**config.mk**
```make
export PLATFORM = sky130hd
export DESIGN_NAME = column_flattener
export DESIGN_NICKNAME = d
export VERILOG_FILES = /design/src/rtl/raycast_pkg.sv /design/src/rtl/rgb565_shade.sv /design/src/rtl/column_flattener.sv
export SDC_FILE = /design/constraint.sdc
export NUM_CORES = 1
export LEC_CHECK = 0
export BUFFER_PORTS_ARGS = -buffer_cell sky130_fd_sc_hd__buf_2
export CAP_MARGIN = 20
export CORE_ASPECT_RATIO = 0.5
export CORE_MARGIN = 1.5
export CORE_UTILIZATION = 35
export DETAILED_ROUTE_END_ITERATION = 7
export GPL_TIMING_DRIVEN = 1
export PLACE_DENSITY_LB_ADDON = 0.12
export SYNTH_ARGS = -nofsm -noshare
export SYNTH_HDL_FRONTEND = slang
export SYNTH_HIERARCHICAL = 1
export SYNTH_SLANG_ARGS = --single-unit
```
**constraint.sdc**
```tcl
create_clock -name pixel_clk_in -period 5.5 [get_ports pixel_clk_in]
set_input_delay 0.55 -clock pixel_clk_in [delete_from_list [all_inputs] [get_ports pixel_clk_in]]
set_output_delay 0.55 -clock pixel_clk_in [all_outputs]
set_load 0.005 [all_outputs]
```
**src/rtl/raycast_pkg.sv**
```systemverilog
// Shared types and screen geometry for the ray-cast column pipeline.
package raycast_pkg;

  localparam int unsigned SCREEN_WIDTH  = 320;
  localparam int unsigned SCREEN_HEIGHT = 180;
  localparam int unsigned PIXEL_WIDTH   = 16;
  localparam int unsigned COL_W         = 9;
  localparam int unsigned HEIGHT_W      = 8;
  localparam int unsigned ROW_W         = 8;
  localparam int unsigned ADDR_W        = 16;

  localparam logic [PIXEL_WIDTH-1:0] CEILING_COLOR = 16'h0000;
  localparam logic [PIXEL_WIDTH-1:0] FLOOR_COLOR   = 16'h4208;

  typedef struct packed {
    logic [4:0] r;
    logic [5:0] g;
    logic [4:0] b;
  } rgb565_t;

  typedef enum logic {IDLE, DRAW} flat_state_t;

  typedef struct packed {
    logic [COL_W-1:0]    col;
    logic [HEIGHT_W-1:0] height;
    rgb565_t             color;
    logic                side;
    logic                last;
  } ray_result_t;

  // Wall heights taller than the screen fill the whole column.
  function automatic logic [HEIGHT_W-1:0] clamp_height(input logic [HEIGHT_W-1:0] h);
    return (h > HEIGHT_W'(SCREEN_HEIGHT)) ? HEIGHT_W'(SCREEN_HEIGHT) : h;
  endfunction

endpackage

```
**src/rtl/rgb565_shade.sv**
```systemverilog
// Field-wise halving of an RGB565 colour for side-shaded walls.
// Only present when SHADE_SIDE_EN is defined.
`ifdef SHADE_SIDE_EN
module rgb565_shade
  import raycast_pkg::*;
(
  input  rgb565_t color,
  output rgb565_t shaded_c
);

  always_comb begin
    shaded_c.r = color.r >> 1;
    shaded_c.g = color.g >> 1;
    shaded_c.b = color.b >> 1;
  end

endmodule
`endif

```
**src/rtl/column_flattener.sv**
```systemverilog
// Expands one ray result per column into SCREEN_HEIGHT addressed RGB565 pixels.
// Optional SHADE_SIDE_EN darkens walls hit on side 1.
module column_flattener
  import raycast_pkg::*;
(
  input  logic                   pixel_clk_in,
  input  logic                   rst_in,
  input  logic                   ray_valid_in,
  output logic                   ray_ready_out,
  input  logic [COL_W-1:0]       col_in,
  input  logic [HEIGHT_W-1:0]    line_height_in,
  input  logic [PIXEL_WIDTH-1:0] wall_color_in,
  input  logic                   side_in,
  input  logic                   col_last_in,
  output logic [ADDR_W-1:0]      address_out,
  output logic [PIXEL_WIDTH-1:0] pixel_out,
  output logic                   pixel_valid_out,
  output logic                   ray_last_pixel_out
);

  localparam logic [ROW_W-1:0] LAST_ROW = ROW_W'(SCREEN_HEIGHT - 1);

  flat_state_t           state, state_next;
  ray_result_t           ray, ray_next;
  logic [ROW_W-1:0]      row, row_next;
  logic [ADDR_W-1:0]     addr_next;
  logic                  accept;
  logic                  valid_next, last_next, ready_next;
  logic [ROW_W-1:0]      wall_start, wall_stop;
  rgb565_t               wall_color;
  logic [PIXEL_WIDTH-1:0] pixel_next;

  // Outputs are registered from the next row, so row 0 lands the cycle after acceptance.
  always_comb begin
    state_next = state;
    ray_next   = ray;
    row_next   = row;
    addr_next  = address_out;
    accept     = ray_valid_in & ray_ready_out;

    if (accept) begin
      state_next      = DRAW;
      ray_next.col    = col_in;
      ray_next.height = clamp_height(line_height_in);
      ray_next.color  = rgb565_t'(wall_color_in);
      ray_next.side   = side_in;
      ray_next.last   = col_last_in;
      row_next        = '0;
      addr_next       = ADDR_W'(col_in);
    end else if (state == DRAW && row != LAST_ROW) begin
      row_next  = row + ROW_W'(1);
      addr_next = address_out + ADDR_W'(SCREEN_WIDTH);
    end else begin
      state_next = IDLE;
    end

    valid_next = (state_next == DRAW) && (ray_next.col < COL_W'(SCREEN_WIDTH));
    last_next  = (state_next == DRAW) && (row_next == LAST_ROW) && ray_next.last;
    ready_next = (state_next == IDLE) || (row_next == LAST_ROW);
  end

`ifdef SHADE_SIDE_EN
  rgb565_t shaded;

  rgb565_shade u_shade (
    .color    (ray_next.color),
    .shaded_c (shaded)
  );

  assign wall_color = ray_next.side ? shaded : ray_next.color;
`else
  assign wall_color = ray_next.color;
`endif

  // Wall band is centred; an odd leftover row goes to the floor.
  always_comb begin
    wall_start = (ROW_W'(SCREEN_HEIGHT) - ray_next.height) >> 1;
    wall_stop  = wall_start + ray_next.height;
    pixel_next = FLOOR_COLOR;
    if (row_next < wall_start) begin
      pixel_next = CEILING_COLOR;
    end else if (row_next < wall_stop) begin
      pixel_next = wall_color;
    end
  end

  always_ff @(posedge pixel_clk_in or posedge rst_in) begin
    if (rst_in) begin
      state <= IDLE;
    end else begin
      state <= state_next;
    end
  end

  always_ff @(posedge pixel_clk_in or posedge rst_in) begin
    if (rst_in) begin
      ray                <= '0;
      row                <= '0;
      address_out        <= '0;
      pixel_out          <= '0;
      pixel_valid_out    <= 1'b0;
      ray_last_pixel_out <= 1'b0;
      ray_ready_out      <= 1'b1;
    end else begin
      ray                <= ray_next;
      row                <= row_next;
      address_out        <= addr_next;
      pixel_out          <= pixel_next;
      pixel_valid_out    <= valid_next;
      ray_last_pixel_out <= last_next;
      ray_ready_out      <= ready_next;
    end
  end

endmodule

```
---- Word level (Yosys, flattened, before mapping) ----
Cells that the tools add are included.
W data, S select, Z words.
storage, ports and cells
  register bits ........................... 79
  input bits .............................. 38
  output and inout port bits .............. 35
  logic and storage cells ................. 42
cells by class
  $add $sub $neg .......................... 4
  order comparisons ....................... 4
  equal/unequal tests ..................... 2
  multiplexer cells ....................... 10
  bitwise operators ....................... 2
  reductions and logical operators ........ 6
operator list
  operator                 count
  $mux W16                 4
  $mux W35                 1
  $mux W8                  3
  $add A16 B9 Y16 const B  1
  $lt A9 B9 Y1 const B     1
  $add A7 B8 Y8            1
  $add A8 B1 Y8 const B    1
  $eq A8 B8 Y1 const B     1
  $gt A8 B8 Y1 const B     1
  $lt A8 B7 Y1             1
  $lt A8 B8 Y1             1
  $ne A8 B8 Y1 const B     1
  $sub A8 B8 Y8 const A    1
  $logic_and A1 B1 Y1      4
  $mux W1                  2
  $reduce_bool A2 Y1       1
  $and A1 B1 Y1            1
  $logic_or A1 B1 Y1       1
  $not A1 Y1               1

---- Logic depth before layout (Yosys ltp) ----
Gate-level depths: netlist of the first run.
  word-level depth ........................ 8
  gate-level depth with buffers ........... 21
  mapped depth without buffers ............ 20

---- Worst setup path after synthesis of the first run ----
No wires, ideal clock.
  path kind ............................... input to register
  start ................................... input ray_valid_in
  end ..................................... register pixel_out[3]
  setup time .............................. 0.119 ns
  arrival ................................. 4.394 ns
  data required time ...................... 5.381 ns
  slack ................................... 0.987 ns
  stages on the path ...................... 20
  path buffers ............................ 2
  cells stage by stage .................... nand2_2 > clkbuf_1 > clkbuf_1 > a22oi_1 > ha_1 > inv_1 > a21oi_1 > xor2_1 > ha_1 > nor2b_1 > or4b_1 > nand3_1 > nor2_1 > xor2_1 > ha_1 > a21o_1 > a21o_1 > a221oi_2 > o21ai_1 > o21a_1
on the way
  word-level cells in the longest chain between the ends .. 7
  elaborated cells between the ends (all ways) .. 9
  classes of those cells .................. 2 x add/sub; 2 x order compare; 4 x mux; 1 x bitwise
ends and longest elaborated chain
  element               line                     RTL
  from (decl)           column_flattener.sv:8    input logic ray_valid_in,
  $and A1 B1 Y1 *       column_flattener.sv:39   accept = ray_valid_in & ray_ready_out;
  $mux W35              column_flattener.sv:41   if (accept) begin
  $sub A8 B8 Y8         column_flattener.sv:77   wall_start = (ROW_W'(SCREEN_HEIGHT) - ray_next.height) >> 1;
  $add A7 B8 Y8         column_flattener.sv:78   wall_stop = wall_start + ray_next.height;
  $lt A8 B8 Y1          column_flattener.sv:82   end else if (row_next < wall_stop) begin
  $mux W16              column_flattener.sv:82
  $mux W16 *            column_flattener.sv:80   if (row_next < wall_start) begin
  via pixel_next[3]     column_flattener.sv:31   logic [PIXEL_WIDTH-1:0] pixel_next;
  to (signal assigned)  column_flattener.sv:108  pixel_out <= pixel_next;
  to (decl)             column_flattener.sv:16   output logic [PIXEL_WIDTH-1:0] pixel_out,
The timed path passes the listed nets; every way through them passes the cells marked *.
A chain may end at the register's enable or synchronous reset.

==> flow_summary.html, run 1 <==
<table>
<tr><th>Metric</th><th>Value</th></tr>
<tr><th colspan="2">Power</th></tr>
<tr><td>Peak ir drop on the vdd network</td><td>0.000117 V</td></tr>
<tr><td>Total chip power</td><td>0.00121 W</td></tr>
<tr><td>Static leakage</td><td>2.37 nW</td></tr>
<tr><td>Power density normalized to cell area</td><td>261 nW/µm²</td></tr>
<tr><th colspan="2">Synth</th></tr>
<tr><td>Post-synthesis sequential element count</td><td>72</td></tr>
<tr><td>Most common flop cell mapped by yosys</td><td>sky130_fd_sc_hd__dfrtp_1</td></tr>
<tr><td>Share of async-settable or async-resettable flops after synthesis</td><td>1.00</td></tr>
<tr><td>Synthesized Nets</td><td>453</td></tr>
<tr><td>Register area share after synthesis</td><td>0.473</td></tr>
<tr><td>Cell area after synthesis</td><td>3810 µm²</td></tr>
<tr><td>Number of flops mapped to enable cells by yosys</td><td>0</td></tr>
<tr><td>Synthesized area per cell</td><td>9.72 µm²</td></tr>
<tr><td>Number of instances in the synthesized netlist</td><td>392</td></tr>
<tr><td>Number of warnings reported in the yosys synthesis log</td><td>6</td></tr>
<tr><td>Post-synth cell types</td><td>54</td></tr>
<tr><th colspan="2">Cells and area</th></tr>
<tr><td>Leading cell type in the layout, fill and taps excluded</td><td>sky130_fd_sc_hd__nand2_1</td></tr>
<tr><td>Final core utilization</td><td>0.448</td></tr>
<tr><td>Total of fill cells in the finished design</td><td>1016</td></tr>
<tr><td>Leading cell types in the layout, fill and taps excluded</td><td>sky130_fd_sc_hd__nand2_1 (95), sky130_fd_sc_hd__dfrtp_1 (71), sky130_fd_sc_hd__buf_2 (71)</td></tr>
<tr><td>Layout cells sized above 1</td><td>0.240</td></tr>
<tr><td>Final net count</td><td>528</td></tr>
<tr><td>Register cell area after layout</td><td>1800 µm²</td></tr>
<tr><td>Area of combinational cells with multiple inputs</td><td>1910 µm²</td></tr>
<tr><td>Count of antenna diodes in the layout</td><td>0</td></tr>
<tr><td>Area Overhead vs Synth</td><td>22.2%</td></tr>
<tr><td>Area of all placed cells without fillers</td><td>4650 µm²</td></tr>
<tr><th colspan="2">Placed design</th></tr>
<tr><td>GPL Wtd Cong</td><td>0.732</td></tr>
<tr><td>Detail Placement HPWL</td><td>6060 µm</td></tr>
<tr><td>Number of port buffers</td><td>71</td></tr>
<tr><td>Post-place instance area</td><td>4320 µm²</td></tr>
<tr><th colspan="2">Flow run</th></tr>
<tr><td>Count of maximum capacitance violations</td><td>0</td></tr>
<tr><th colspan="2">Setup path</th></tr>
<tr><td>Category of the most critical setup path</td><td>reg -&gt; reg</td></tr>
<tr><td>Launching element type of the critical path</td><td>flop</td></tr>
<tr><td>Count of cells along the worst register-to-register path</td><td>21</td></tr>
<tr><td>Data arrival time at the worst-slack endpoint</td><td>4.95 ns</td></tr>
<tr><td>Kind of capture point of the worst setup path</td><td>flop</td></tr>
<tr><td>Required time at the endpoint of the critical path</td><td>5.76 ns</td></tr>
<tr><td>Critical-path maximum fanout</td><td>13</td></tr>
<tr><th colspan="2">Clocking</th></tr>
<tr><td>Clock tree root buffer cell</td><td>sky130_fd_sc_hd__clkbuf_16</td></tr>
<tr><td>CTS sink count</td><td>72</td></tr>
<tr><td>Clock insertion delay at the later pin of the skew report</td><td>0.33 ns</td></tr>
<tr><td>Post-cts resize count</td><td>0</td></tr>
<tr><td>Number of clock buffers inserted by TritonCTS</td><td>9</td></tr>
<tr><td>Number of hold-repair buffers added at the cts stage</td><td>0</td></tr>
<tr><td>Buffer depth of the longest clock path</td><td>2</td></tr>
<tr><td>CTS tree</td><td>yes</td></tr>
<tr><td>Number of levels in the clock H-tree</td><td>3</td></tr>
<tr><td>Buffers inserted during post-CTS setup optimization</td><td>0</td></tr>
<tr><td>Worst-path clk slew</td><td>0.06 ns</td></tr>
<tr><th colspan="2">Drt</th></tr>
<tr><td>Number of vias after detailed routing</td><td>2931</td></tr>
<tr><td>DR iter-0 viols</td><td>136</td></tr>
<tr><td>Overall routed net length</td><td>8470 µm</td></tr>
<tr><td>Number of vias per cell</td><td>4.80</td></tr>
<tr><td>Initial DRT Pass Iterations</td><td>4</td></tr>
<tr><td>Wire length per cell</td><td>13.9 µm</td></tr>
<tr><td>Post-detailed-route count of antenna-violating nets</td><td>0</td></tr>
<tr><td>DRC viols</td><td>0</td></tr>
<tr><th colspan="2">Global routing</th></tr>
<tr><td>Initial antenna violation count</td><td>0</td></tr>
<tr><td>Global-route wire length before repair</td><td>14100 µm</td></tr>
<tr><td>Largest net degree at the start of global routing</td><td>73</td></tr>
<tr><td>Grt ovf</td><td>0</td></tr>
<tr><td>Number of global-route vias before repair</td><td>2914</td></tr>
<tr><td>Total GRT Usage</td><td>0.158</td></tr>
<tr><th colspan="2">Timing</th></tr>
<tr><td>Post-route worst hold slack</td><td>0.409 ns</td></tr>
<tr><td>Setup clock skew after layout</td><td>0.00755 ns</td></tr>
<tr><td>Final Max Slew Viols</td><td>0</td></tr>
<tr><td>Slew HR</td><td>0.391</td></tr>
<tr><td>Final Critical Period</td><td>4.69 ns</td></tr>
<tr><td>Number of failing setup endpoints in the final timing report</td><td>0</td></tr>
<tr><td>Achievable frequency</td><td>213 MHz</td></tr>
<tr><td>Transition time of the tightest slew-check pin</td><td>0.914 ns</td></tr>
<tr><td>Final clock period utilization by the worst path</td><td>0.853</td></tr>
<tr><td>Unrepaired setup endpoints after global routing</td><td>false</td></tr>
<tr><td>Final hold violation count</td><td>0</td></tr>
<tr><td>Post-route setup TNS</td><td>0 ns</td></tr>
<tr><th colspan="2">Die</th></tr>
<tr><td>Die extent in y</td><td>76.8 µm</td></tr>
<tr><td>Area of the core</td><td>10400 µm²</td></tr>
<tr><td>Standard-cell row count</td><td>26</td></tr>
<tr><td>Die Width</td><td>151 µm</td></tr>
<tr><td>Initial standard-cell utilization of the core</td><td>0.367</td></tr>
<tr><td>DIE AREA</td><td>11600 µm²</td></tr>
<tr><td>I/O Pins</td><td>73</td></tr>
<tr><th colspan="2">Worst hold path</th></tr>
<tr><td>Hold Path Cell Cnt</td><td>3</td></tr>
<tr><td>Path category of the worst min-delay check</td><td>in -&gt; reg</td></tr>
<tr><th colspan="2">Status</th></tr>
<tr><td>Run status</td><td>finished clean</td></tr>
</table>
[Yosys cell counts (2+ instances only)]
cell | count | share of area
sky130_fd_sc_hd__dfrtp_1 | 71 | 0.47
sky130_fd_sc_hd__ha_1 | 23 | 0.076
sky130_fd_sc_hd__and2_1 | 5 | 0.0082
sky130_fd_sc_hd__or3_1 | 4 | 0.0066
sky130_fd_sc_hd__and4_1 | 2 | 0.0046
sky130_fd_sc_hd__o211ai_4 | 2 | 0.011
sky130_fd_sc_hd__buf_2 | 3 | 0.0039
sky130_fd_sc_hd__clkbuf_1 | 4 | 0.0039
sky130_fd_sc_hd__a211o_1 | 2 | 0.0046
sky130_fd_sc_hd__a21o_1 | 8 | 0.016
sky130_fd_sc_hd__nand2b_1 | 2 | 0.0033
sky130_fd_sc_hd__o21ai_1 | 5 | 0.0066
sky130_fd_sc_hd__nand4_1 | 9 | 0.015
sky130_fd_sc_hd__nor2b_1 | 2 | 0.0033
sky130_fd_sc_hd__o221ai_1 | 2 | 0.0046
sky130_fd_sc_hd__o22a_1 | 2 | 0.0046
sky130_fd_sc_hd__o21a_1 | 3 | 0.0059
sky130_fd_sc_hd__and3_1 | 2 | 0.0033
sky130_fd_sc_hd__nor3b_2 | 2 | 0.0066
sky130_fd_sc_hd__inv_1 | 13 | 0.013
sky130_fd_sc_hd__o21ai_0 | 10 | 0.013
sky130_fd_sc_hd__xnor2_1 | 13 | 0.030
sky130_fd_sc_hd__xor2_1 | 13 | 0.030
sky130_fd_sc_hd__buf_1 | 3 | 0.0030
sky130_fd_sc_hd__mux2i_1 | 2 | 0.0053
sky130_fd_sc_hd__nand3_1 | 7 | 0.0092
sky130_fd_sc_hd__a21oi_1 | 21 | 0.028
sky130_fd_sc_hd__nand2_1 | 95 | 0.094
sky130_fd_sc_hd__a31oi_1 | 2 | 0.0033
sky130_fd_sc_hd__nor3_1 | 4 | 0.0053
sky130_fd_sc_hd__a21oi_2 | 10 | 0.023
sky130_fd_sc_hd__nor2_1 | 24 | 0.024
[registers in the layout, indices dropped and copies added (netlist names)]
name / count
state: 1
pixel_valid_out: 1
address_out: 16
ray: 28
row: 8
pixel_out: 16
ray_ready_out: 1
ray_last_pixel_out: 1
[report_power, final]
| part | total [W] | leakage (nW) | internal (W) | switching (W) |
|---|---|---|---|---|
| clock network | 0.000652 | 0.159 | 0.000441 | 0.000212 |
| logic | 0.0000297 | 1.28 | 0.0000111 | 0.0000186 |
| registers | 0.000530 | 0.937 | 0.000530 | 0 |
[stage by stage]
| step | worst slack [ns] | cells |
|---|---|---|
| final | 0.810 | 611 |
| after global routing | 0.476 | 611 |
| after CTS | 0.809 | 611 |
| after detailed placement | 0.526 | 596 |
| after global placement | 0.569 | 596 |
| after floorplan | 0.987 | 392 |
[cell type report]
type / count / share of cell area
Sequential cell: 72 / 0.387
Timing Repair Buffer: 75 / 0.0828
Clock inverter: 5 / 0.0229
Tap cell: 140 / 0.0376
Clock buffer: 10 / 0.0492
Inverter: 13 / 0.0105
Multi-Input combinational cell: 296 / 0.410
[critical path: stages (launching register included)]
cell	delay [ns]
sky130_fd_sc_hd__dfstp_2	0.59
sky130_fd_sc_hd__nand2_2	0.11
sky130_fd_sc_hd__mux2_2	0.31
sky130_fd_sc_hd__and2_1	0.19
sky130_fd_sc_hd__inv_1	0.06
sky130_fd_sc_hd__ha_1	0.13
sky130_fd_sc_hd__inv_1	0.06
sky130_fd_sc_hd__a21oi_1	0.18
sky130_fd_sc_hd__xor2_1	0.12
sky130_fd_sc_hd__ha_1	0.38
sky130_fd_sc_hd__nor2b_1	0.23
sky130_fd_sc_hd__or4b_1	0.45
sky130_fd_sc_hd__nand3_1	0.12
sky130_fd_sc_hd__nor2_1	0.06
sky130_fd_sc_hd__xor2_1	0.14
sky130_fd_sc_hd__ha_1	0.18
sky130_fd_sc_hd__a21o_1	0.17
sky130_fd_sc_hd__a21o_1	0.19
sky130_fd_sc_hd__a221oi_2	0.47
sky130_fd_sc_hd__o211ai_4	0.13
sky130_fd_sc_hd__buf_4	0.22
sky130_fd_sc_hd__a21oi_1	0.13
[worst paths after layout]
path	start	to	slack, ns
worst max-delay path	ray_ready_out$_DFF_PP1_	pixel_out[1]$_DFF_PP0_	0.81
worst min-delay path	col_in[2]	address_out[2]$_DFFE_PP0P_	0.41
worst max register to register	ray_ready_out$_DFF_PP1_	pixel_out[1]$_DFF_PP0_	0.81
worst min register to register	ray[32]$_DFF_PP0_	ray[32]$_DFF_PP0_	0.47
max in group asynchronous	rst_in	ray[5]$_DFF_PP0_	4.41
min in group asynchronous	rst_in	address_out[3]$_DFFE_PP0P_	0.50
[kinds of logic (layout without fill, tap and decap cells)]
logic type	Yosys count	in the layout	share of synthesized area
compound gates	80	80	0.157
xor+xnor	26	26	0.0598
fa+ha+maj	23	23	0.0756
buf+inv	24	103	0.0266
flops	72	72	0.473
mux	3	3	0.00821
simple gates	164	164	0.199
[metal layers]
metal,part of all wire,up-vias,global-route usage
li1,-,1508,-
met1,0.50,1372,0.211
met2,0.45,43,0.243
met3,0.040,8,0.0476
met4,0.011,0,0.0529
met5,0,-,0
(Power assumes the default switching activity.)
==> run 2, diff against run 1 <==
--- a/config.mk
+++ b/config.mk
@@ -5,11 +5,13 @@
 export SDC_FILE = /design/constraint.sdc
 export NUM_CORES = 1
 export LEC_CHECK = 0
+export ABC_AREA = 1
 export BUFFER_PORTS_ARGS = -buffer_cell sky130_fd_sc_hd__buf_2
 export CAP_MARGIN = 20
 export CORE_ASPECT_RATIO = 0.5
 export CORE_MARGIN = 1.5
 export CORE_UTILIZATION = 35
+export CTS_BUF_LIST = sky130_fd_sc_hd__clkbuf_4
 export DETAILED_ROUTE_END_ITERATION = 7
 export GPL_TIMING_DRIVEN = 1
 export PLACE_DENSITY_LB_ADDON = 0.12
==> flow_summary.html, run 2 <==
<table>
<tr><th>Metric</th><th>Value</th></tr>
<tr><th colspan="2">Cells and area</th></tr>
<tr><td>Register cell area after layout</td><td>1800 µm² (unchanged)</td></tr>
<tr><td>Registers with the most flip-flops</td><td>ray: 28 flops, address_out: 16 flops, pixel_out: 16 flops</td></tr>
<tr><td>Layout cells sized above 1</td><td>0.243 (+0.00323)</td></tr>
<tr><td>Leading cell type in the layout, fill and taps excluded</td><td>sky130_fd_sc_hd__nand2_1</td></tr>
<tr><td>Area Overhead vs Synth</td><td>16.9%</td></tr>
<tr><td>Register bank with the most flops</td><td>ray</td></tr>
<tr><td>Area of all placed cells without fillers</td><td>4480 µm² (-3.7%)</td></tr>
<tr><td>Count of antenna diodes in the layout</td><td>0 (unchanged)</td></tr>
<tr><td>Max reg flops</td><td>28 (unchanged)</td></tr>
<tr><td>Final core utilization</td><td>0.430 (-0.0181)</td></tr>
<tr><td>Leading cell types in the layout, fill and taps excluded</td><td>sky130_fd_sc_hd__nand2_1 (109), sky130_fd_sc_hd__inv_1 (72), sky130_fd_sc_hd__dfrtp_1 (71), sky130_fd_sc_hd__buf_2 (71), sky130_fd_sc_hd__nor2_1 (36)</td></tr>
<tr><td>Total of fill cells in the finished design</td><td>1094 (+7.7%)</td></tr>
<tr><td>Final net count</td><td>603 (+14%)</td></tr>
<tr><td>Area of combinational cells with multiple inputs</td><td>1690 µm² (-11%)</td></tr>
<tr><th colspan="2">Setup path</th></tr>
<tr><td>Data arrival time at the worst-slack endpoint</td><td>5.10 ns (+0.15 ns)</td></tr>
<tr><td>List of cells traversed by the critical path</td><td>nand2_1, inv_1, nor2_1, a21oi_1, nand2_1, nand2_1, nand2_1, nand2_1, xor2_1, inv_1, ha_1, a21oi_1, o21bai_1, a21oi_1, nand2_1, nand2_1, nand2_1, ha_1, nand2_1, nor2_1, a211oi_1, nand3_2, nor2_2</td></tr>
<tr><td>Crit path buffers/inverters</td><td>2 (-1)</td></tr>
<tr><td>Kind of capture point of the worst setup path</td><td>flop</td></tr>
<tr><td>Worst-case register-to-register setup slack</td><td>0.76 ns (-0.05 ns)</td></tr>
<tr><td>Critical path's slowest cell</td><td>sky130_fd_sc_hd__dfstp_2</td></tr>
<tr><td>Crit. path cell count</td><td>23 (+9.5%)</td></tr>
<tr><td>Dominant delay contributor by cell family on the critical path</td><td>simple AND/OR/NAND/NOR gates</td></tr>
<tr><td>Count of cells along the worst register-to-register path</td><td>23 (+9.5%)</td></tr>
<tr><td>Library cell appearing most often on the critical path</td><td>sky130_fd_sc_hd__nand2_1</td></tr>
<tr><td>Slowest cell delay on critical path</td><td>0.55 ns (-0.04 ns)</td></tr>
<tr><td>Critical-path maximum fanout</td><td>13 (unchanged)</td></tr>
<tr><td>Launching element type of the critical path</td><td>flop</td></tr>
<tr><td>Required time at the endpoint of the critical path</td><td>5.85 ns (+0.09 ns)</td></tr>
<tr><td>Category of the most critical setup path</td><td>reg -&gt; reg</td></tr>
<tr><th colspan="2">Placed design</th></tr>
<tr><td>GPL Wtd Cong</td><td>0.803 (+9.7%)</td></tr>
<tr><td>Number of port buffers</td><td>71 (unchanged)</td></tr>
<tr><td>Detail Placement HPWL</td><td>5780 µm (-4.7%)</td></tr>
<tr><td>Post-place instance area</td><td>4330 µm² (+0.38%)</td></tr>
<tr><th colspan="2">Clocking</th></tr>
<tr><td>Clock insertion delay at the later pin of the skew report</td><td>0.43 ns (+0.10 ns)</td></tr>
<tr><td>Post-cts resize count</td><td>0 (unchanged)</td></tr>
<tr><td>Buffer depth of the longest clock path</td><td>2 (unchanged)</td></tr>
<tr><td>Number of clock buffers inserted by TritonCTS</td><td>9 (unchanged)</td></tr>
<tr><td>Worst-path clk slew</td><td>0.14 ns (+0.08 ns)</td></tr>
<tr><td>Buffers inserted during post-CTS setup optimization</td><td>0 (unchanged)</td></tr>
<tr><td>Number of hold-repair buffers added at the cts stage</td><td>0 (unchanged)</td></tr>
<tr><td>Clock tree root buffer cell</td><td>sky130_fd_sc_hd__clkbuf_4</td></tr>
<tr><td>CTS sink count</td><td>72 (unchanged)</td></tr>
<tr><td>Number of levels in the clock H-tree</td><td>3 (unchanged)</td></tr>
<tr><td>CTS tree</td><td>yes</td></tr>
<tr><th colspan="2">Timing</th></tr>
<tr><td>Post-route setup TNS</td><td>0 ns (unchanged)</td></tr>
<tr><td>Final hold violation count</td><td>0 (unchanged)</td></tr>
<tr><td>Final clock period utilization by the worst path</td><td>0.862 (+0.00946)</td></tr>
<tr><td>Setup clock skew after layout</td><td>0.0167 ns (+0.00911 ns)</td></tr>
<tr><td>Final Max Slew Viols</td><td>0 (unchanged)</td></tr>
<tr><td>Transition time of the tightest slew-check pin</td><td>0.913 ns (-0.00113 ns)</td></tr>
<tr><td>Final Critical Period</td><td>4.74 ns (+0.0520 ns)</td></tr>
<tr><td>Unrepaired setup endpoints after global routing</td><td>false</td></tr>
<tr><td>Slew HR</td><td>0.391 (+0.000753)</td></tr>
<tr><td>Achievable frequency</td><td>211 MHz (-1.1%)</td></tr>
<tr><td>Number of failing setup endpoints in the final timing report</td><td>0 (unchanged)</td></tr>
<tr><th colspan="2">Power</th></tr>
<tr><td>Peak ir drop on the vdd network</td><td>0.000159 V (+36%)</td></tr>
<tr><td>Power density normalized to cell area</td><td>541 nW/µm² (+110%)</td></tr>
<tr><td>Static leakage</td><td>2.49 nW (+5.0%)</td></tr>
<tr><th colspan="2">Global routing</th></tr>
<tr><td>Global-route wire length before repair</td><td>14100 µm (-0.34%)</td></tr>
<tr><td>Total GRT Usage</td><td>0.155 (-0.00272)</td></tr>
<tr><td>Number of global-route vias before repair</td><td>3027 (+3.9%)</td></tr>
<tr><td>Largest net degree at the start of global routing</td><td>73 (unchanged)</td></tr>
<tr><td>Grt ovf</td><td>0 (unchanged)</td></tr>
<tr><td>Initial antenna violation count</td><td>0 (unchanged)</td></tr>
<tr><th colspan="2">Synth</th></tr>
<tr><td>Cell area after synthesis</td><td>3830 µm² (+0.62%)</td></tr>
<tr><td>Post-synthesis sequential element count</td><td>72 (unchanged)</td></tr>
<tr><td>Most used standard cell by instance count after synthesis</td><td>sky130_fd_sc_hd__nand2_1</td></tr>
<tr><td>Register area share after synthesis</td><td>0.470 (-0.00294)</td></tr>
<tr><td>Post-synth cell types</td><td>33 (-39%)</td></tr>
<tr><td>Leading cell types by count after synthesis</td><td>sky130_fd_sc_hd__nand2_1 (109), sky130_fd_sc_hd__inv_1 (73), sky130_fd_sc_hd__dfrtp_1 (71)</td></tr>
<tr><td>Synthesized Nets</td><td>528 (+17%)</td></tr>
<tr><td>Share of async-settable or async-resettable flops after synthesis</td><td>1.00 (unchanged)</td></tr>
<tr><td>Biggest area consumer among synthesized cells</td><td>sky130_fd_sc_hd__dfrtp_1</td></tr>
<tr><td>Area share of the largest cell type after synthesis</td><td>0.464 (-0.00289)</td></tr>
<tr><td>Most common flop cell mapped by yosys</td><td>sky130_fd_sc_hd__dfrtp_1</td></tr>
<tr><td>Number of instances in the synthesized netlist</td><td>467 (+19%)</td></tr>
<tr><td>Number of flops mapped to enable cells by yosys</td><td>0 (unchanged)</td></tr>
<tr><td>Leading cell types by total area after synthesis</td><td>sky130_fd_sc_hd__dfrtp_1 (46%), sky130_fd_sc_hd__nand2_1 (11%), sky130_fd_sc_hd__ha_1 (7.5%)</td></tr>
<tr><td>Number of warnings reported in the yosys synthesis log</td><td>6 (unchanged)</td></tr>
<tr><td>Synthesized area per cell</td><td>8.21 µm² (-16%)</td></tr>
<tr><th colspan="2">Worst hold path</th></tr>
<tr><td>Path category of the worst min-delay check</td><td>in -&gt; reg</td></tr>
<tr><td>Hold Path Cell Cnt</td><td>3 (unchanged)</td></tr>
<tr><th colspan="2">Die</th></tr>
<tr><td>Die Width</td><td>151 µm (+0.31%)</td></tr>
<tr><td>Initial standard-cell utilization of the core</td><td>0.368 (+0.00114)</td></tr>
<tr><td>DIE AREA</td><td>11600 µm² (+0.61%)</td></tr>
<tr><td>Standard-cell row count</td><td>26 (unchanged)</td></tr>
<tr><td>Die extent in y</td><td>77.0 µm (+0.30%)</td></tr>
<tr><td>I/O Pins</td><td>73 (unchanged)</td></tr>
<tr><td>Area of the core</td><td>10400 µm² (+0.31%)</td></tr>
<tr><th colspan="2">Drt</th></tr>
<tr><td>DR iter-0 viols</td><td>137 (+0.74%)</td></tr>
<tr><td>Number of vias after detailed routing</td><td>3096 (+5.6%)</td></tr>
<tr><td>Initial DRT Pass Iterations</td><td>4 (unchanged)</td></tr>
<tr><td>DRC viols</td><td>0 (unchanged)</td></tr>
<tr><td>Number of vias per cell</td><td>4.51 (-6.1%)</td></tr>
<tr><td>Wire length per cell</td><td>11.6 µm (-16%)</td></tr>
<tr><td>Post-detailed-route count of antenna-violating nets</td><td>0 (unchanged)</td></tr>
<tr><td>Overall routed net length</td><td>7960 µm (-6.0%)</td></tr>
<tr><th colspan="2">Status</th></tr>
<tr><td>Run status</td><td>finished clean</td></tr>
<tr><th colspan="2">Flow run</th></tr>
<tr><td>Count of maximum capacitance violations</td><td>0 (unchanged)</td></tr>
</table>
-- run 2: cell types whose count changed in the layout (fill, tap and decap cells not counted), moves of 10 or more --
cell / before / now
sky130_fd_sc_hd__or2_2: 0 / 16
sky130_fd_sc_hd__o21ai_0: 10 / 31
sky130_fd_sc_hd__nor2_1: 24 / 36
sky130_fd_sc_hd__a21oi_2: 10 / 0
sky130_fd_sc_hd__inv_1: 12 / 72
sky130_fd_sc_hd__nand2_1: 95 / 109
sky130_fd_sc_hd__nor2_2: 0 / 10
sky130_fd_sc_hd__nand3_1: 7 / 23
sky130_fd_sc_hd__xnor2_1: 13 / 2
-- run 2: final timing paths --
| path | from | end |
|---|---|---|
| max | ray_ready_out$_DFF_PP1_ | pixel_out[5]$_DFF_PP0_ |
| min | col_in[5] | address_out[5]$_DFFE_PP0P_ |
| max reg2reg | ray_ready_out$_DFF_PP1_ | pixel_out[5]$_DFF_PP0_ |
| min reg2reg | address_out[15]$_DFFE_PP0P_ | address_out[15]$_DFFE_PP0P_ |
| max in group asynchronous | rst_in | ray[11]$_DFF_PP0_ |
| min in group asynchronous | rst_in | address_out[12]$_DFFE_PP0P_ |
-- run 2: area by class of cell --
type,count,area share
Inverter,74,0.0631
Sequential cell,72,0.403
Tap cell,140,0.0391
Multi-Input combinational cell,310,0.377
Clock inverter,7,0.0173
Clock buffer,9,0.0151
Timing Repair Buffer,75,0.0860
-- run 2: tightest hold or removal path, cell delays in order --
cell	delay [ns]
sky130_fd_sc_hd__buf_2	0.07
sky130_fd_sc_hd__nand2_1	0.04
sky130_fd_sc_hd__nand2_1	0.05
-- run 2: cell families after synthesis --
logic type               count (synthesis)  synth area share
AND/OR/NAND/NOR                        219             0.262
XOR/XNOR                                 9            0.0206
AO/OA/AOI/OAI                           59            0.0826
buffers and inverters                   85            0.0891
flip-flops                              72             0.470
adder cells (fa/ha/maj)                 23            0.0751
-- run 2: through the flow --
step	total power [W]	hold WS, ns	instances	setup WS, ns
6_report	0.00242	0.298	687	0.758
4_1_cts	0.00247	0.268	687	0.680
3_5_place_dp	0.00211	0.452	671	0.616
5_1_grt	0.00273	0.286	687	0.102
2_1_floorplan	0.00180	0.439	467	1.64
3_3_place_gp	0.00208	0.447	671	0.639
-- run 2: power by group --
group | leakage, nW | total (W) | internal (W) | switching, W
clock | 0.0773 | 0.000351 | 0.000143 | 0.000208
sequential | 0.878 | 0.000779 | 0.000698 | 0.0000807
combinational | 1.54 | 0.00129 | 0.000513 | 0.000778
total | 2.49 | 0.00242 | 0.00135 | 0.00107
-- run 2: routing by layer --
| layer | track usage | vias up | wire length (µm) | share of wire |
|---|---|---|---|---|
| met4 | 0.0466 | 0 | 100 | 0.013 |
| met1 | 0.205 | 1427 | 4080 | 0.51 |
| li1 | - | 1613 | - | - |
| met3 | 0.0429 | 9 | 336 | 0.042 |
| met2 | 0.247 | 47 | 3440 | 0.43 |
| met5 | 0 | - | 0 | 0 |
==> run 3, diff against run 2 <==
--- a/config.mk
+++ b/config.mk
@@ -11,10 +11,10 @@
 export CORE_ASPECT_RATIO = 0.5
 export CORE_MARGIN = 1.5
 export CORE_UTILIZATION = 35
-export CTS_BUF_LIST = sky130_fd_sc_hd__clkbuf_4
 export DETAILED_ROUTE_END_ITERATION = 7
 export GPL_TIMING_DRIVEN = 1
 export PLACE_DENSITY_LB_ADDON = 0.12
+export SLEW_MARGIN = 20
 export SYNTH_ARGS = -nofsm -noshare
 export SYNTH_HDL_FRONTEND = slang
 export SYNTH_HIERARCHICAL = 1
==> flow_summary.html, run 3 (synthesis results as in run 2) <==
<table>
<tr><th>Metric</th><th>Value</th></tr>
<tr><th colspan="2">Status</th></tr>
<tr><td>Run status</td><td>finished clean</td></tr>
<tr><th colspan="2">Clocking</th></tr>
<tr><td>Buffers inserted during post-CTS setup optimization</td><td>0 (unchanged)</td></tr>
<tr><td>Worst-path clk slew</td><td>0.06 ns (-0.08 ns)</td></tr>
<tr><td>Number of hold-repair buffers added at the cts stage</td><td>0 (unchanged)</td></tr>
<tr><td>Number of levels in the clock H-tree</td><td>3 (unchanged)</td></tr>
<tr><td>Number of clock buffers inserted by TritonCTS</td><td>9 (unchanged)</td></tr>
<tr><td>CTS tree</td><td>yes</td></tr>
<tr><td>Buffer depth of the longest clock path</td><td>2 (unchanged)</td></tr>
<tr><td>Clock tree root buffer cell</td><td>sky130_fd_sc_hd__clkbuf_16</td></tr>
<tr><td>Post-cts resize count</td><td>0 (unchanged)</td></tr>
<tr><td>CTS sink count</td><td>72 (unchanged)</td></tr>
<tr><td>Clock insertion delay at the later pin of the skew report</td><td>0.34 ns (-0.09 ns)</td></tr>
<tr><th colspan="2">Worst hold path</th></tr>
<tr><td>Hold Startpoint</td><td>col_in[5]</td></tr>
<tr><td>Hold Path Cell Cnt</td><td>3 (unchanged)</td></tr>
<tr><td>Hold Path Sink</td><td>address_out[5]$_DFFE_PP0P_</td></tr>
<tr><td>Path category of the worst min-delay check</td><td>in -&gt; reg</td></tr>
<tr><th colspan="2">Cells and area</th></tr>
<tr><td>Layout cells sized above 1</td><td>0.243 (unchanged)</td></tr>
<tr><td>Register cell area after layout</td><td>1800 µm² (unchanged)</td></tr>
<tr><td>Total of fill cells in the finished design</td><td>1069 (-2.3%)</td></tr>
<tr><td>Leading cell types in the layout, fill and taps excluded</td><td>sky130_fd_sc_hd__nand2_1 (109), sky130_fd_sc_hd__inv_1 (72), sky130_fd_sc_hd__dfrtp_1 (71), sky130_fd_sc_hd__buf_2 (71), sky130_fd_sc_hd__nor2_1 (36)</td></tr>
<tr><td>Register bank with the most flops</td><td>ray</td></tr>
<tr><td>Leading cell type in the layout, fill and taps excluded</td><td>sky130_fd_sc_hd__nand2_1</td></tr>
<tr><td>Area Overhead vs Synth</td><td>21.0%</td></tr>
<tr><td>Registers with the most flip-flops</td><td>ray: 28 flops, address_out: 16 flops, pixel_out: 16 flops</td></tr>
<tr><td>Area of combinational cells with multiple inputs</td><td>1690 µm² (unchanged)</td></tr>
<tr><td>Max reg flops</td><td>28 (unchanged)</td></tr>
<tr><td>Final net count</td><td>603 (unchanged)</td></tr>
<tr><td>Count of antenna diodes in the layout</td><td>0 (unchanged)</td></tr>
<tr><th colspan="2">Power</th></tr>
<tr><td>Power density normalized to cell area</td><td>574 nW/µm² (+6.2%)</td></tr>
<tr><td>Static leakage</td><td>2.56 nW (+2.8%)</td></tr>
<tr><td>Sequential share of power</td><td>0.294 (-0.028)</td></tr>
<tr><td>Clk network pwr share</td><td>0.221 (+0.076)</td></tr>
<tr><td>P_int</td><td>0.00157 W (+16%)</td></tr>
<tr><td>Peak ir drop on the vdd network</td><td>0.000174 V (+9.5%)</td></tr>
<tr><td>Portion of total power attributed to combinational logic</td><td>0.485 (-0.048)</td></tr>
<tr><td>Switching part of the total power</td><td>0.411 (-0.0301)</td></tr>
<tr><td>Net switching power figure</td><td>0.00109 W (+2.5%)</td></tr>
<tr><th colspan="2">Drt</th></tr>
<tr><td>Number of vias per cell</td><td>4.51 (about the same)</td></tr>
<tr><td>DR iter-0 viols</td><td>148 (+8.0%)</td></tr>
<tr><td>Wire length per cell</td><td>11.6 µm (+0.54%)</td></tr>
<tr><td>Number of vias after detailed routing</td><td>3097 (+0.032%)</td></tr>
<tr><td>Post-detailed-route count of antenna-violating nets</td><td>0 (unchanged)</td></tr>
<tr><td>Overall routed net length</td><td>8000 µm (+0.54%)</td></tr>
<tr><td>DRC viols</td><td>0 (unchanged)</td></tr>
<tr><td>Initial DRT Pass Iterations</td><td>4 (unchanged)</td></tr>
<tr><th colspan="2">Global routing</th></tr>
<tr><td>Initial antenna violation count</td><td>0 (unchanged)</td></tr>
<tr><td>Largest net degree at the start of global routing</td><td>73 (unchanged)</td></tr>
<tr><td>Grt ovf</td><td>0 (unchanged)</td></tr>
<tr><td>Total GRT Usage</td><td>0.155 (+0.000385)</td></tr>
<tr><td>Number of global-route vias before repair</td><td>3029 (+0.066%)</td></tr>
<tr><td>Global-route wire length before repair</td><td>14100 µm (+0.34%)</td></tr>
<tr><th colspan="2">Setup path</th></tr>
<tr><td>Worst-case register-to-register setup slack</td><td>0.73 ns (-0.03 ns)</td></tr>
<tr><td>Category of the most critical setup path</td><td>reg -&gt; reg</td></tr>
<tr><td>Kind of capture point of the worst setup path</td><td>flop</td></tr>
<tr><td>List of cells traversed by the critical path</td><td>nand2_1, inv_1, nor2_1, a21oi_1, nand2_1, nand2_1, nand2_1, nand2_1, xor2_1, inv_1, ha_1, a21oi_1, o21bai_1, a21oi_1, nand2_1, nand2_1, nand2_1, ha_1, nand2_1, nor2_1, a211oi_1, nand3_2, nor2_2</td></tr>
<tr><td>Library cell appearing most often on the critical path</td><td>sky130_fd_sc_hd__nand2_1</td></tr>
<tr><td>Launching element type of the critical path</td><td>flop</td></tr>
<tr><td>Data arrival time at the worst-slack endpoint</td><td>5.02 ns (-0.08 ns)</td></tr>
<tr><td>Critical path's slowest cell</td><td>sky130_fd_sc_hd__dfstp_2</td></tr>
<tr><td>Reg-to-reg startpoint</td><td>ray_ready_out$_DFF_PP1_</td></tr>
<tr><td>Required time at the endpoint of the critical path</td><td>5.75 ns (-0.10 ns)</td></tr>
<tr><td>Count of cells along the worst register-to-register path</td><td>23 (unchanged)</td></tr>
<tr><td>Critical-path maximum fanout</td><td>13 (unchanged)</td></tr>
<tr><td>Slowest cell delay on critical path</td><td>0.52 ns (-0.03 ns)</td></tr>
<tr><td>Capturing point of the worst reg2reg path</td><td>pixel_out[5]$_DFF_PP0_</td></tr>
<tr><th colspan="2">Timing</th></tr>
<tr><td>Slew HR</td><td>0.392 (about the same)</td></tr>
<tr><td>Transition time of the tightest slew-check pin</td><td>0.913 ns (-0.000366 ns)</td></tr>
<tr><td>Final clock period utilization by the worst path</td><td>0.867 (+0.00527)</td></tr>
<tr><td>Setup clock skew after layout</td><td>0.00572 ns (-0.0109 ns)</td></tr>
<tr><td>Post-route setup TNS</td><td>0 ns (unchanged)</td></tr>
<tr><td>Final hold violation count</td><td>0 (unchanged)</td></tr>
<tr><td>Unrepaired setup endpoints after global routing</td><td>false</td></tr>
<tr><td>Achievable frequency</td><td>210 MHz (-0.61%)</td></tr>
<tr><td>Post-route setup slack</td><td>0.729 ns (-0.0290 ns)</td></tr>
<tr><td>Number of failing setup endpoints in the final timing report</td><td>0 (unchanged)</td></tr>
<tr><td>Post-route worst hold slack</td><td>0.407 ns (+0.109 ns)</td></tr>
<tr><td>Final Max Slew Viols</td><td>0 (unchanged)</td></tr>
<tr><td>Final Critical Period</td><td>4.77 ns (+0.0290 ns)</td></tr>
<tr><th colspan="2">Die</th></tr>
<tr><td>Standard-cell row count</td><td>26 (unchanged)</td></tr>
<tr><td>Die Width</td><td>151 µm (unchanged)</td></tr>
<tr><td>DIE AREA</td><td>11600 µm² (unchanged)</td></tr>
<tr><td>Initial standard-cell utilization of the core</td><td>0.368 (unchanged)</td></tr>
<tr><td>Die extent in y</td><td>77.0 µm (unchanged)</td></tr>
<tr><td>Area of the core</td><td>10400 µm² (unchanged)</td></tr>
<tr><td>I/O Pins</td><td>73 (unchanged)</td></tr>
<tr><th colspan="2">Placed design</th></tr>
<tr><td>Number of port buffers</td><td>71 (unchanged)</td></tr>
<tr><td>Pre-CTS WS</td><td>0.616 ns (unchanged)</td></tr>
<tr><td>Detail Placement HPWL</td><td>5780 µm (unchanged)</td></tr>
<tr><td>GPL Wtd Cong</td><td>0.803 (unchanged)</td></tr>
<tr><th colspan="2">Flow run</th></tr>
<tr><td>Count of maximum capacitance violations</td><td>0 (unchanged)</td></tr>
</table>
==> run 3: worst max path at each step <==
stage / start / to / slack, ns / depth (start not counted)
global route: ray_ready_out$_DFF_PP1_ / pixel_out[15]$_DFF_PP0_ / 0.11 / 23
finish: ray_ready_out$_DFF_PP1_ / pixel_out[5]$_DFF_PP0_ / 0.73 / 23
CTS: ray_ready_out$_DFF_PP1_ / pixel_out[1]$_DFF_PP0_ / 0.68 / 23
detailed placement: ray_valid_in / pixel_out[1]$_DFF_PP0_ / 0.62 / 24
global placement: ray_valid_in / pixel_out[1]$_DFF_PP0_ / 0.64 / 24
floorplan: line_height_in[5] / pixel_out[2]$_DFF_PP0_ / 1.64 / 26
==> run 3: critical path: cells and delay by family (launching register included) <==
family          cells  cell delay, ns
compound gates      5            1.19
flops               1            0.52
buf+inv             2            0.41
xor+xnor            1            0.26
fa+ha+maj           2            0.61
simple gates       13            1.68
==> run 3: power by group through the flow <==
| stage | Combinational (W) | Sequential (W) | Clock, W |
|---|---|---|---|
| floorplan | 0.00101 | 0.000787 | 0 |
| global placement | 0.00129 | 0.000791 | 0 |
| detailed placement | 0.00131 | 0.000793 | 0 |
| CTS | 0.00132 | 0.000784 | 0.000610 |
| global route | 0.00154 | 0.000804 | 0.000637 |
| finish | 0.00129 | 0.000782 | 0.000590 |
==> run 3: layout make-up <==
type / instances / area share
flip-flops and latches: 72 / 0.389
multi-input cells: 310 / 0.364
clock inverters: 7 / 0.0167
repair buffers: 75 / 0.0831
inverters: 74 / 0.0610
well taps: 140 / 0.0378
clock buffers: 9 / 0.0486
==> run 3: per-layer routing <==
layer / track usage / wire, µm / up-vias
li1: - / - / 1616
met1: 0.206 / 4060 / 1428
met2: 0.247 / 3510 / 42
met3: 0.0411 / 315 / 11
met4: 0.0495 / 109 / 0
met5: 0 / 0 / -
==> run 3: per-stage QoR <==
step | area (µm²) | utilization | power (W) | cells
finish | 4640 | 0.445 | 0.00266 | 687
global route | 4640 | 0.445 | 0.00298 | 687
CTS | 4640 | 0.445 | 0.00271 | 687
detailed placement | 4330 | 0.416 | 0.00211 | 671
global placement | 4330 | 0.416 | 0.00208 | 671
floorplan | 3830 | - | 0.00180 | 467
